===== src/rtl/kbd_pkg.sv =====
// Shared FSM state type and PS/2 scan-code constants for the key-press counter.
package kbd_pkg;

    typedef enum logic [1:0] {
        IDLE    = 2'd0,
        EXT     = 2'd1,
        BRK     = 2'd2,
        EXT_BRK = 2'd3
    } kbd_state_t;

    localparam logic [7:0] SC_EXT  = 8'hE0;
    localparam logic [7:0] SC_BRK  = 8'hF0;
    localparam logic [7:0] SC_ERR0 = 8'h00;
    localparam logic [7:0] SC_ERR1 = 8'hFF;

    // Keyboard error/overrun bytes are dropped wherever they appear.
    function automatic logic is_err_code(input logic [7:0] b);
        return (b == SC_ERR0) || (b == SC_ERR1);
    endfunction

endpackage


===== src/rtl/kbd_timeout_timer.sv =====
// Idle-cycle timer that abandons a half-received E0/F0 prefix.
module kbd_timeout_timer #(
    parameter int TIMEOUT_CYC = 50000
) (
    input  logic clk,
    input  logic clrn,
    input  logic run,
    input  logic restart,
    output logic expired
);

    localparam int CW = (TIMEOUT_CYC < 2) ? 1 : $clog2(TIMEOUT_CYC + 1);
    localparam logic [CW-1:0] LAST = CW'(TIMEOUT_CYC - 1);

    logic [CW-1:0] cnt_reg;

    // Fires during the TIMEOUT_CYC-th consecutive idle cycle spent in a prefix state.
    assign expired = run && (cnt_reg == LAST);

    always_ff @(posedge clk or negedge clrn) begin
        if (!clrn) begin
            cnt_reg <= '0;
        end else if (!run || restart) begin
            cnt_reg <= '0;
        end else if (!expired) begin
            cnt_reg <= cnt_reg + 1'b1;
        end
    end

endmodule


===== src/rtl/kbd_count_ctrl.sv =====
// PS/2 scan-code decoder that tracks the held key and counts distinct key presses.
module kbd_count_ctrl
    import kbd_pkg::*;
#(
    parameter int TIMEOUT_CYC = 50000
) (
    input  logic       clk,
    input  logic       clrn,
    input  logic       code_valid,
    input  logic [7:0] code_data,
    input  logic       cnt_clr,
    output logic [7:0] mycount,
    output logic [7:0] key_code,
    output logic       ext_flag,
    output logic       key_down,
    output logic       press_pulse
);

    kbd_state_t state_reg;
    kbd_state_t state_next;
    logic       make_ev;
    logic       brk_ev;
    logic       ev_ext;
    logic       key_match;
    logic       expired;

    kbd_timeout_timer #(
        .TIMEOUT_CYC(TIMEOUT_CYC)
    ) u_timer (
        .clk    (clk),
        .clrn   (clrn),
        .run    (state_reg != IDLE),
        .restart(code_valid),
        .expired(expired)
    );

    // A received byte always takes priority over a coincident timeout.
    always_comb begin
        state_next = state_reg;
        make_ev    = 1'b0;
        brk_ev     = 1'b0;
        ev_ext     = 1'b0;
        if (code_valid) begin
            if (is_err_code(code_data)) begin
                state_next = IDLE;
            end else begin
                case (state_reg)
                    IDLE: begin
                        if (code_data == SC_EXT)      state_next = EXT;
                        else if (code_data == SC_BRK) state_next = BRK;
                        else                          make_ev = 1'b1;
                    end
                    EXT: begin
                        if (code_data == SC_BRK)      state_next = EXT_BRK;
                        else if (code_data == SC_EXT) state_next = EXT;
                        else begin
                            make_ev    = 1'b1;
                            ev_ext     = 1'b1;
                            state_next = IDLE;
                        end
                    end
                    BRK: begin
                        brk_ev     = 1'b1;
                        state_next = IDLE;
                    end
                    EXT_BRK: begin
                        brk_ev     = 1'b1;
                        ev_ext     = 1'b1;
                        state_next = IDLE;
                    end
                    default: state_next = IDLE;
                endcase
            end
        end else if (expired) begin
            state_next = IDLE;
        end
    end

    assign key_match = (key_code == code_data) && (ext_flag == ev_ext);

    always_ff @(posedge clk or negedge clrn) begin
        if (!clrn) begin
            state_reg   <= IDLE;
            mycount     <= '0;
            key_code    <= '0;
            ext_flag    <= 1'b0;
            key_down    <= 1'b0;
            press_pulse <= 1'b0;
        end else begin
            state_reg   <= state_next;
            press_pulse <= 1'b0;
            if (cnt_clr) begin
                mycount <= '0;
            end
            // A make of the already-held key is typematic auto-repeat.
            if (make_ev && !(key_down && key_match)) begin
                mycount     <= cnt_clr ? 8'd0 : mycount + 8'd1;
                key_code    <= code_data;
                ext_flag    <= ev_ext;
                key_down    <= 1'b1;
                press_pulse <= 1'b1;
            end
            if (brk_ev && key_match) begin
                key_down <= 1'b0;
            end
        end
    end

endmodule

===== config.mk =====
export PLATFORM = sky130hd
export DESIGN_NAME = kbd_count_ctrl
export DESIGN_NICKNAME = d
export VERILOG_FILES = /design/src/rtl/kbd_pkg.sv /design/src/rtl/kbd_timeout_timer.sv /design/src/rtl/kbd_count_ctrl.sv
export SDC_FILE = /design/constraint.sdc
export NUM_CORES = 1
export LEC_CHECK = 0
export ABC_AREA = 0
export CAP_MARGIN = 25
export CELL_PAD_IN_SITES_DETAIL_PLACEMENT = 0
export CELL_PAD_IN_SITES_GLOBAL_PLACEMENT = 2
export CORE_ASPECT_RATIO = 1.25
export CORE_MARGIN = 3
export CORE_UTILIZATION = 36
export DETAILED_ROUTE_END_ITERATION = 8
export PLACE_DENSITY_LB_ADDON = 0.08
export SLEW_MARGIN = 25
export SYNTH_ARGS = -nofsm -noshare
export SYNTH_HDL_FRONTEND = slang
export SYNTH_SLANG_ARGS = --single-unit

===== constraint.sdc =====
create_clock -name clk -period 5.2 [get_ports clk]
set_input_delay 1.04 -clock clk [delete_from_list [all_inputs] [get_ports clk]]
set_output_delay 1.04 -clock clk [all_outputs]
set_load 0.02 [all_outputs]

# --- Word level (Yosys, flattened, before mapping) ---
# Index checks and enable logic that the tools add are counted.
totals:
  regBits: 37
  input_bits: 12
  out_inout_bits: 19
  elab_cells: 66
op_classes:
  n_addsub: 2
  eq_ne: 11
  muxes: 29
  reduce_logical: 17
ops:
  columns: ["op", "n"]
  rows:
  - ["$mux W16", 2]
  - ["$eq A8 B8 Y1 const B", 3]
  - ["$mux W8", 3]
  - ["$add A16 B1 Y16 const B", 1]
  - ["$eq A16 B16 Y1 const B", 1]
  - ["$mux W1", 15]
  - ["$mux W2", 6]
  - ["$add A8 B1 Y8 const B", 1]
  - ["$eq A8 B8 Y1", 1]
  - ["$logic_not A8 Y1", 1]
  - ["$reduce_bool A2 Y1", 4]
  - ["$pmux W2 S3", 1]
  - ["$logic_and A1 B1 Y1", 5]
  - ["$ne A5 B5 Y1 const B", 1]
  - ["$eq A2 B2 Y1 const B", 2]
  - ["$pmux W1 S2", 2]
  - ["$eq A2 B1 Y1 const B", 1]
  - ["$logic_not A1 Y1", 2]
  - ["$logic_not A2 Y1", 1]
  - ["$logic_or A1 B1 Y1", 2]
  - ["$ne A2 B1 Y1 const B", 1]
  - ["$reduce_and A2 Y1", 1]
  - ["$reduce_or A2 Y1", 1]
  - ["$eq A1 B1 Y1", 1]

# --- Depth between registers and ports, before layout ---
depth:
  depth_word: 13
  depth_mapped: 7
  depth_no_buf: 6

# --- Hierarchy ---
# A second synthesis with hierarchy kept.
unflattened:
  hier_cells: 198
  area_unflattened_um2: 2040.7
modules_own_cells:
  columns: ["mod", "n_inst", "cells_each", "area_each_um2", "seq_area_each_um2"]
  rows:
  - ["kbd_count_ctrl", 1, 108, 1172.4, 525.5]
  - ["kbd_timeout_timer", 1, 90, 868.3, 400.4]

# --- Worst setup path before layout ---
# OpenSTA, ideal clock, no wires.
synth_path:
  path_kind: "input to register"
  start: "in code_data[0]"
  end: "reg key_code[0]"
  arrival_ns: 2.759
  t_required_ns: 5.072
  slack_ns: 2.313
  cell_stages: 6
  cell_sequence: "or4_4 -> nor2_4 -> nor4b_1 -> o41ai_4 -> buf_6 -> mux2_1"
synth_via:
  elab_chain_cells: 11
  word_cells_on_any_way: 21
  cone_classes: "eq/ne: 5; mux: 10; reduce/logical: 6"
synth_lines:
  columns: ["element", "line_no", "source"]
  rows:
  - ["start, declared", "kbd_count_ctrl.sv:10", "input logic [7:0] code_data,"]
  - ["$eq A8 B8 Y1", "kbd_count_ctrl.sv:49, kbd_count_ctrl.sv:55", null]
  - ["$mux W1", "kbd_count_ctrl.sv:55", "else if (code_data == SC_EXT) state_next = EXT;"]
  - ["$mux W1", "kbd_count_ctrl.sv:54", "if (code_data == SC_BRK) state_next = EXT_BRK;"]
  - ["$pmux W1 S2", "kbd_count_ctrl.sv:47", "case (state_reg)"]
  - ["$mux W1", "kbd_count_ctrl.sv:44", "if (is_err_code(code_data)) begin"]
  - ["$mux W1", "kbd_count_ctrl.sv:43", "if (code_valid) begin"]
  - ["$eq A1 B1 Y1", "kbd_count_ctrl.sv:79", "assign key_match = (key_code == code_data) && (ext_flag == ev_ext);"]
  - ["$logic_and A1 B1 Y1", "kbd_count_ctrl.sv:79", null]
  - ["$logic_and A1 B1 Y1", "kbd_count_ctrl.sv:96", "if (make_ev && !(key_down && key_match)) begin"]
  - ["$logic_not A1 Y1", "kbd_count_ctrl.sv:96", null]
  - ["$logic_and A1 B1 Y1", "kbd_count_ctrl.sv:96", null]
  - ["end signal, assigned", "kbd_count_ctrl.sv:98", "key_code <= code_data;"]
  - ["end, declared", "kbd_count_ctrl.sv:13", "output logic [7:0] key_code,"]
# Parallel ways exist; a longest one is shown, timed or not.
# A chain may end at the register's enable or synchronous reset.

# --- Final worst setup path ---
layout_path:
  start: "in code_data[4]"
  end: "reg mycount[0]"
layout_via:
  elab_chain_cells: 12
  word_cells_on_any_way: 23
  cone_classes: "eq/ne: 5; mux: 11; reduce/logical: 7"
layout_lines:
  columns: ["element", "line_no", "source"]
  rows:
  - ["$eq A8 B8 Y1", "kbd_count_ctrl.sv:49, kbd_count_ctrl.sv:55", null]
  - ["$mux W1", "kbd_count_ctrl.sv:55", null]
  - ["$mux W1", "kbd_count_ctrl.sv:54", null]
  - ["$pmux W1 S2", "kbd_count_ctrl.sv:47", null]
  - ["$mux W1", "kbd_count_ctrl.sv:44", null]
  - ["$mux W1", "kbd_count_ctrl.sv:43", null]
  - ["$eq A1 B1 Y1", "kbd_count_ctrl.sv:79", null]
  - ["$logic_and A1 B1 Y1", "kbd_count_ctrl.sv:79", null]
  - ["$logic_and A1 B1 Y1", "kbd_count_ctrl.sv:96", null]
  - ["$logic_not A1 Y1", "kbd_count_ctrl.sv:96", null]
  - ["$logic_and A1 B1 Y1 *", "kbd_count_ctrl.sv:96", null]
  - ["$mux W8 / $reduce_bool A2 Y1 (equally long branches)", null, null]
  - ["end signal, assigned", "kbd_count_ctrl.sv:97", "mycount <= cnt_clr ? 8'd0 : mycount + 8'd1;"]
  - ["end, declared", "kbd_count_ctrl.sv:12", "output logic [7:0] mycount,"]
# Every way passes the cells marked *; elsewhere a longest branch is shown, timed or not.

==> impl_metrics.json <==
{
  "status": "complete, no violations",
  "vias": 1536,
  "holdCritStartpoint": "state_reg[1]",
  "synth-simple-area-share": 0.236,
  "relSlewSlack": 0.352,
  "syn_area_per_cell_um2": 10.3,
  "worstSetupStartpointType": "input port",
  "fin_nets": 237,
  "utilization": 0.469,
  "worst-endpoint-arrival_ps": 3830,
  "min_path_type": "register to register",
  "grt_overflow": 0,
  "dp_hpwl_um": 3000,
  "grt_pass1_vias": 1541,
  "worstReg2RegEnd": "mycount[0]",
  "clk_pin_slew_ps": 70,
  "h-tree-depth": 2,
  "synth_cells": 190,
  "via_per_inst": 5.37,
  "clk_latency_ps": 290,
  "path_delay_family": "simple AND/OR/NAND/NOR gates",
  "cts_buffers": 5,
  "cts_tree": "done",
  "crit_chain": "clkdlybuf4s50_1, or4_4, nor2_4, nor4b_1, o41ai_4, buf_4, xor2_1, nor2_1",
  "ys_ff_latch": 37,
  "synth_fa_ha_area_frac": 0.0128,
  "yosys_warnings": 0,
  "postCtsSetupBuffers": 0,
  "peakVddDrop_v": 0.000121,
  "r2r_slack_ps": 2570,
  "drt-initial-drc-count": 62,
  "synth-xor-area-share": 0.0938,
  "wl_per_cell_um": 14.9,
  "clock_sinks": 37,
  "power_leakage_nw": 0.990,
  "muxShareOfSynthArea": 0.0619,
  "maxSlewViolCount": 0,
  "die_y_um": 88.5,
  "ff2ff_path_depth": 7,
  "critical_path_buf_inv_count": 2,
  "end_kind": "register",
  "syn-num-nets": 204,
  "hold_ws_ps": 493,
  "fin_crit_sh": 0.704,
  "antenna_found_initial": 0,
  "rows": 29,
  "grt_max_degree": 38,
  "worstHoldPathCells": 1,
  "final_area_mm2": 0.00243,
  "period_needed_ps": 3660,
  "crit_path_top_delay_cell": "o41ai_4",
  "drv_cap": 0,
  "post-route-drc-count": 0,
  "crit_path_max_incr_delay_ps": 870,
  "path_max_fanout": 18,
  "num_antenna_cells": 0,
  "ctsHoldBuffers": 0,
  "finalHoldViolCount": 0,
  "drtPass1Iterations": 4,
  "initial_core_util": 0.378,
  "areaGrowthSynthToFinish_pct": 24.1,
  "largest_reg_flops": 16,
  "tightest_slew_ps": 968,
  "drive_gt1_frac": 0.0804,
  "portBuffers": 30,
  "r2r-start": "state_reg[1]",
  "clock_skew_ps": 10.8,
  "root_buffer": "clkbuf_8",
  "wl_um": 4280,
  "fmax_mhz": 273,
  "placed_area_mm2": 0.00232,
  "finalPower_mw": 0.647,
  "hold_end": "key_down",
  "dieArea_mm2": 0.00637,
  "fin_setup_tns_ps": 0,
  "ys_types": 38,
  "path_class": "input port to register",
  "cp.required_ps": 5370,
  "power_per_cell_area_mw_per_mm2": 266,
  "pin_count": 31,
  "syn_area_mm2": 0.00196,
  "rsz0062_at_grt": "false",
  "die_x_um": 72.0,
  "core_area_mm2": 0.00519,
  "gp_congestion": 0.729,
  "setup_viol": 0,
  "ant_nets": 0,
  "clockBufferDepth": 2,
  "synth-seq-area-share": 0.472,
  "synth_top_family_by_area": "simple AND/OR/NAND/NOR gates",
  "grt_pass1_wl_um": 7080,
  "synth_compound_area_frac": 0.0964,
  "grt_use_total": 0.145,
  "ctsResizeCount": 0
}
==> routing by layer <==
metal,wire (um),global-route usage,vias up
li1,-,-,748
met1,1820,0.156,746
met2,2170,0.260,34
met3,183,0.0386,8
met4,99,0.0718,0
met5,0,0,-
==> synthesized netlist by cell type, drive strengths merged <==
cell / count / share of area
nor3b: 1 / 0.0038
nor2: 22 / 0.050
ha: 2 / 0.013
or3: 8 / 0.026
and3: 6 / 0.019
nand4b: 1 / 0.0045
a21oi: 11 / 0.028
nor3: 2 / 0.0077
buf: 3 / 0.013
o21a: 1 / 0.0038
or4: 2 / 0.011
clkbuf: 3 / 0.0057
mux2: 9 / 0.052
o41a: 1 / 0.011
dfrtp: 37 / 0.47
inv: 4 / 0.0077
o2bb2ai: 1 / 0.0045
and4: 2 / 0.0089
o31ai: 2 / 0.0077
nor4: 3 / 0.0096
and2: 2 / 0.0064
nor2b: 2 / 0.0064
nand2: 10 / 0.019
nand4: 3 / 0.0096
mux2i: 2 / 0.010
o21ai: 9 / 0.023
xnor2: 3 / 0.013
nor4b: 4 / 0.018
xor2: 18 / 0.080
or2: 1 / 0.0032
nand3: 13 / 0.033
o41ai: 2 / 0.019
==> cells in the final DEF (no fill, tap or decap), drive strengths merged, types with 2 or more instances in the layout <==
cell,n
a21oi,11
and2,2
and3,6
and4,2
buf,2
clkbuf,7
clkdlybuf4s50,30
dfrtp,37
ha,2
inv,4
mux2,9
mux2i,2
nand2,10
nand3,13
nand4,3
nor2,22
nor2b,2
nor3,2
nor4,3
nor4b,4
o21ai,9
o31ai,2
o41ai,2
or3,8
or4,2
xnor2,3
xor2,18
==> kinds of logic after synthesis <==
family / count (synthesis)
flops: 37
simple gates: 82
mux: 11
compound gates: 27
fa+ha+maj: 2
buf+inv: 10
xor+xnor: 21
==> worst max path at each step <==
stage          cells past startpoint  slack, ps     endpoint          from
2_1_floorplan                      6       2310  key_code[0]  code_data[0]
3_3_place_gp                       8       1250   mycount[0]  code_data[4]
3_5_place_dp                       8       1190   mycount[0]  code_data[4]
5_1_grt                            8       1380   mycount[0]  code_data[4]
6_report                           8       1540   mycount[0]  code_data[4]
4_1_cts                            8       1500   mycount[0]  code_data[4]
==> through the flow <==
stage,cells,setup WS [ps]
after floorplan,190,2310
after global placement,278,1250
after detailed placement,278,1190
after CTS,286,1500
after global routing,286,1380
final,286,1540
==> final cells by class <==
type	count	area [um2]
fill	500	2760
multi-input combinational	143	982
sequential	37	926
timing repair buffer	32	315
clock buffer	7	86.3
tap	62	77.6
clock inverter	1	30.0
inverter	4	15.0
==> power by group <==
part	switching (mW)	leakage [nW]	internal, mW
Combinational	0.0422	0.442	0.0383
Sequential	0.0103	0.490	0.297
Clock	0.103	0.0585	0.156
No activity file was read; power rests on OpenSTA's default activity.
